<file path="src/rtl/arbitro_memoria.sv">
// Arbiter/sequencer for the 16x16 register bank: shares the write port and read port 1
// between the CPU and the LCD scanner, and runs the one-address-per-cycle clear sweep.
module arbitro_memoria (
    input  logic        clk,
    input  logic        rst_n,
    input  logic        iniciar_clear,
    input  logic        cpu_req,
    input  logic        cpu_escrever,
    input  logic [3:0]  cpu_endereco_escrita,
    input  logic [15:0] cpu_dado,
    input  logic [3:0]  cpu_endereco_leitura,
    output logic        cpu_gnt,
    output logic [15:0] cpu_dado_lido,
    output logic        cpu_valido,
    input  logic        lcd_req,
    input  logic [3:0]  lcd_endereco,
    output logic        lcd_gnt,
    output logic [15:0] lcd_dado_lido,
    output logic        lcd_valido,
    output logic        mem_enable,
    output logic [3:0]  mem_endereco_escrita,
    output logic [15:0] mem_conteudo_escrita,
    output logic [3:0]  mem_endereco_leitura,
    input  logic [15:0] mem_conteudo_leitura,
    output logic        ocupado
);

    // estado      | meaning
    // OCIOSO      | no grant this cycle
    // CONCEDE_CPU | CPU owns the bank ports this cycle
    // CONCEDE_LCD | LCD owns read port 1 this cycle
    // LIMPANDO    | clear sweep, writing zero to address cont_q
    typedef enum logic [1:0] {OCIOSO, CONCEDE_CPU, CONCEDE_LCD, LIMPANDO} estado_t;

    estado_t     estado_q, estado_d, proximo;
    logic [3:0]  cont_q, cont_d;
    logic        ultimo_q, ultimo_d;        // 1 = CPU was granted last
    logic        clear_flag_q, clear_flag_d;
    logic        clear_pend;
    logic        cpu_valido_q, cpu_valido_d;
    logic        lcd_valido_q, lcd_valido_d;
    logic [15:0] cpu_dado_q, cpu_dado_d;
    logic [15:0] lcd_dado_q, lcd_dado_d;

    always_comb begin
        // the current grant counts as "last" so back-to-back ties alternate
        ultimo_d = ultimo_q;
        if (estado_q == CONCEDE_CPU)
            ultimo_d = 1'b1;
        else if (estado_q == CONCEDE_LCD)
            ultimo_d = 1'b0;

        clear_pend = (estado_q != LIMPANDO) && (iniciar_clear || clear_flag_q);

        if (clear_pend)
            proximo = LIMPANDO;
        else if (cpu_req && lcd_req)
            proximo = ultimo_d ? CONCEDE_LCD : CONCEDE_CPU;
        else if (cpu_req)
            proximo = CONCEDE_CPU;
        else if (lcd_req)
            proximo = CONCEDE_LCD;
        else
            proximo = OCIOSO;

        if (estado_q == LIMPANDO && cont_q != 4'd15)
            estado_d = LIMPANDO;
        else
            estado_d = proximo;

        cont_d       = (estado_q == LIMPANDO) ? cont_q + 4'd1 : 4'd0;
        clear_flag_d = clear_pend && (estado_d != LIMPANDO);

        cpu_valido_d = (estado_q == CONCEDE_CPU) && cpu_req && !cpu_escrever;
        lcd_valido_d = (estado_q == CONCEDE_LCD) && lcd_req;
        cpu_dado_d   = cpu_valido_d ? mem_conteudo_leitura : cpu_dado_q;
        lcd_dado_d   = lcd_valido_d ? mem_conteudo_leitura : lcd_dado_q;
    end

    always_comb begin
        cpu_gnt              = (estado_q == CONCEDE_CPU);
        lcd_gnt              = (estado_q == CONCEDE_LCD);
        ocupado              = (estado_q == LIMPANDO);
        mem_enable           = 1'b0;
        mem_endereco_escrita = 4'd0;
        mem_conteudo_escrita = 16'd0;
        mem_endereco_leitura = 4'd0;
        case (estado_q)
            CONCEDE_CPU: begin
                mem_endereco_leitura = cpu_endereco_leitura;
                if (cpu_req && cpu_escrever) begin
                    mem_enable           = 1'b1;
                    mem_endereco_escrita = cpu_endereco_escrita;
                    mem_conteudo_escrita = cpu_dado;
                end
            end
            CONCEDE_LCD: mem_endereco_leitura = lcd_endereco;
            LIMPANDO: begin
                mem_enable           = 1'b1;
                mem_endereco_escrita = cont_q;
            end
            default: ;
        endcase
    end

    always_ff @(posedge clk or negedge rst_n) begin
        if (!rst_n) begin
            estado_q     <= OCIOSO;
            cont_q       <= 4'd0;
            ultimo_q     <= 1'b0;
            clear_flag_q <= 1'b0;
            cpu_valido_q <= 1'b0;
            lcd_valido_q <= 1'b0;
            cpu_dado_q   <= 16'd0;
            lcd_dado_q   <= 16'd0;
        end else begin
            estado_q     <= estado_d;
            cont_q       <= cont_d;
            ultimo_q     <= ultimo_d;
            clear_flag_q <= clear_flag_d;
            cpu_valido_q <= cpu_valido_d;
            lcd_valido_q <= lcd_valido_d;
            cpu_dado_q   <= cpu_dado_d;
            lcd_dado_q   <= lcd_dado_d;
        end
    end

    assign cpu_valido    = cpu_valido_q;
    assign lcd_valido    = lcd_valido_q;
    assign cpu_dado_lido = cpu_dado_q;
    assign lcd_dado_lido = lcd_dado_q;

endmodule

</file>
<file path="config.mk">
export PLATFORM = sky130hd
export DESIGN_NAME = arbitro_memoria
export DESIGN_NICKNAME = d
export VERILOG_FILES = /design/src/rtl/arbitro_memoria.sv
export SDC_FILE = /design/constraint.sdc
export NUM_CORES = 1
export LEC_CHECK = 0
export ABC_CLOCK_PERIOD_IN_PS = 1950
export CELL_PAD_IN_SITES_DETAIL_PLACEMENT = 2
export CELL_PAD_IN_SITES_GLOBAL_PLACEMENT = 2
export CORE_ASPECT_RATIO = 1.1
export CORE_UTILIZATION = 23
export CTS_CLUSTER_DIAMETER = 200
export CTS_CLUSTER_SIZE = 10
export DETAILED_ROUTE_END_ITERATION = 8
export MAX_ROUTING_LAYER = met4
export PLACE_DENSITY = 0.79
export SYNTH_ARGS = -nofsm -noshare
export SYNTH_HDL_FRONTEND = slang
export SYNTH_SLANG_ARGS = --single-unit
</file>
<file path="constraint.sdc">
create_clock -name clk -period 1.95 [get_ports clk]
set_input_delay 0.2925 -clock clk [delete_from_list [all_inputs] [get_ports clk]]
set_output_delay 0.2925 -clock clk [all_outputs]
set_load 0.02 [all_outputs]
</file>
==> results.py <==
metrics = {
    "run_status": {
        "outcome": "completed",
    },
    "route": {
        "drc_errors": 0,
        "drtIter0Drc": 44,
        "ant_nets": 0,
        "num_vias": 1536,
        "wl_um": 5740,
        "wl_per_cell_um": 15.7,
        "routed_via_density": 4.20,
        "first_pass_iters": 3,
    },
    "cts": {
        "htree_levels": 2,
        "clk_pin_slew_ns": 0.08,
        "cts_tree": "done",
        "clock_path_buffers": 2,
        "cts_root_buf": "clkbuf_8",
        "clock_sinks": 42,
        "cts_made_buffers": 5,
        "clk_latency_ns": 0.30,
    },
    "critical_path": {
        "cp.arrival_ns": 1.61,
        "worst_setup_path_start_kind": "flop",
        "crit_chain": "ha_2, and3_4, buf_12, or2_2, buf_2",
        "worst-path-buf-inv": 2,
        "worstPathRequired_ns": 1.66,
        "crit_type": "reg2out",
        "path_delay_family": "simple AND/OR/NAND/NOR gates",
        "max_stage_delay_ns": 0.39,
        "critPathSlowestCell": "dfrtp_1",
        "end_kind": "output pin",
        "path_max_fanout": 21,
    },
    "global_routing": {
        "grt_pass1_wl_um": 9010,
        "use_met1": 0.145,
        "grt_overflow": 0,
        "antenna_found_initial": 0,
        "grt_use_met3": 0.0541,
        "grt_use_met2": 0.254,
        "grt_pass1_vias": 1722,
        "track_usage": 0.142,
        "grt.busiest_layer": "met2",
        "grt_max_degree": 43,
    },
    "die": {
        "core_area_um2": 8000,
        "dieArea_um2": 8700,
        "die_h_um": 97.7,
        "chipWidth_um": 89.0,
        "start_util": 0.240,
        "pin_count": 112,
        "rows": 34,
    },
    "sta": {
        "fin_skew_ns": 0.00982,
        "rsz0062_at_grt": "true",
        "holdWs_ns": 0.498,
        "final.setup.worst_slack_ns": 0.0482,
        "fmax_mhz": 526,
        "slew_viol_final": 0,
        "finalSetupViolations": 0,
        "period_share": 0.975,
        "min_period_ns": 1.90,
        "hold_viol_final": 0,
    },
    "layout": {
        "fin_area_um2": 3180,
        "nFillCells": 874,
        "final_util": 0.397,
        "insertedDiodeCount": 0,
        "drive_gt1_frac": 0.314,
        "multiInputGateArea_um2": 818,
        "nets": 311,
        "final-seq-area_um2": 1050,
        "area_delta_synth_final_pct": 65.7,
    },
    "power_and_ir_drop": {
        "combPwrFrac": 0.483,
        "power_density_nw_per_um2": 1180,
        "clkPwrFrac": 0.153,
        "seq_power_share": 0.364,
        "total_power_mw": 3.75,
        "ir_drop_uv": 541,
        "intPower_mw": 2.42,
        "p_sw_frac": 0.355,
        "leakage_nw": 1.54,
        "power.switching_mw": 1.33,
    },
    "yosys": {
        "syn_inst": 136,
        "netlist_area_um2": 1920,
        "yosysSeqAreaShare": 0.548,
        "synth_top_cell_area_share": 0.548,
        "synth_top_cell_by_area": "dfrtp_1",
        "synth-seq-cells": 42,
        "synth.avg_cell_area_um2": 14.1,
        "yosysUniqueCellTypes": 27,
        "synthTopCellsByArea": "dfrtp_1 (55%), mux2_4 (14%), mux2_2 (8.2%), and2_1 (6.2%), ha_1 (2.6%)",
        "syn-num-nets": 190,
        "ys_warn_count": 0,
    },
    "hold_path": {
        "hold_class": "in2async",
    },
    "place": {
        "placed_area_um2": 3200,
        "io_buffers": 111,
        "gp_congestion": 0.645,
        "pre_cts_slack_ns": -0.238,
        "dp_hpwl_um": 4380,
    },
    "run": {
        "cap_violations": 0,
    },
}
==> registers in the layout (all words and copies together), names as in the netlist <==
register,flops
cpu_valido,1
cpu_dado_lido,16
estado_q,2
ultimo_q,1
cont_q,4
clear_flag_q,1
lcd_dado_lido,16
lcd_valido,1
==> through the flow <==
stage	std cells	TNS, ns
2_1_floorplan	136	0
3_3_place_gp	357	-4.01
3_5_place_dp	357	-4.49
4_1_cts	366	-0.0125
5_1_grt	366	-0.0274
6_report	366	0
==> cell usage in the layout, fill, tap and decap left out, drive strengths merged <==
cell type,n
a21o,1
a22o,4
a22oi,4
a41oi,1
and2,19
and3,1
buf,31
clkbuf,9
clkdlybuf4s50,82
clkinv,2
conb,1
dfrtp,42
dlygate4sd2,2
dlygate4sd3,1
ha,4
inv,5
mux2,32
nand2,1
nand2b,3
nand3,1
nand3b,3
nor2,4
nor2b,1
nor3,1
or2,1
xnor2,1
xor2,1
==> what timing repair did <==
item,in CTS,in global routing
setup buffers,0,0
endpoints found under the setup margin,28,6
resized for setup,97,8
endpoints found under the hold margin,42,0
hold buffers,1,0
==> worst register-to-register path: cells and delay by family, from the launching register on <==
kind,cells,cell delay [ns]
mux,1,0.38
flops,1,0.36
buf+inv,3,0.31
simple gates,1,0.26
fa+ha+maj,1,0.21
==> cell usage after synthesis, drive strengths merged <==
library cell,number
a21o,1
nand3b,3
a22oi,4
nand3,1
xnor2,1
nor2,4
conb,1
mux2,32
and2,19
a41oi,1
nor3,1
or2,1
inv,4
ha,4
nand2b,3
a22o,4
buf,4
clkbuf,2
dfrtp,42
and3,1
nor2b,1
xor2,1
nand2,1
==> logic make-up after synthesis <==
group	Yosys count	synth area share
mux	32	0.223
fa+ha+maj	4	0.0261
other cells	1	0.00196
flops	42	0.548
buf+inv	10	0.0300
xor+xnor	2	0.00914
compound gates	10	0.0424
simple gates	35	0.119
==> final cells by class <==
class,instances,area share
multi-input cells,84,0.258
inverters,4,0.00473
repair buffers,120,0.336
clock buffers,5,0.0217
flip-flops and latches,42,0.331
clock inverters,3,0.00591
well taps,108,0.0426
==> layer usage <==
layer / share of wire / vias to the layer above / wire [µm]
li1: - / 701 / -
met1: 0.35 / 765 / 2020
met2: 0.55 / 64 / 3130
met3: 0.092 / 6 / 529
met4: 0.0096 / 0 / 55
met5: 0 / - / 0
==> final timing paths <==
path | cells after the start | from | slack, ns | to
min reg2reg | 1 | cont_q[0] | 0.50 | cont_q[0]
max in group asynchronous | 3 | rst_n | 1.23 | cont_q[3]
min | 3 | rst_n | 0.50 | cpu_dado_lido[1]
max | 5 | estado_q[0] | 0.05 | mem_enable
min in group clk | 1 | cont_q[0] | 0.50 | cont_q[0]
max reg2reg | 6 | estado_q[0] | 0.32 | lcd_dado_lido[3]
==> power by group through the flow <==
stage,Combinational [mW],Clock (mW),Sequential (mW)
6_report,1.81,0.573,1.36
5_1_grt,1.94,0.648,1.41
4_1_cts,1.85,0.608,1.38
3_5_place_dp,1.91,0,1.39
3_3_place_gp,1.86,0,1.36
2_1_floorplan,0.692,0,1.64
No activity file was read; power rests on OpenSTA's default activity.
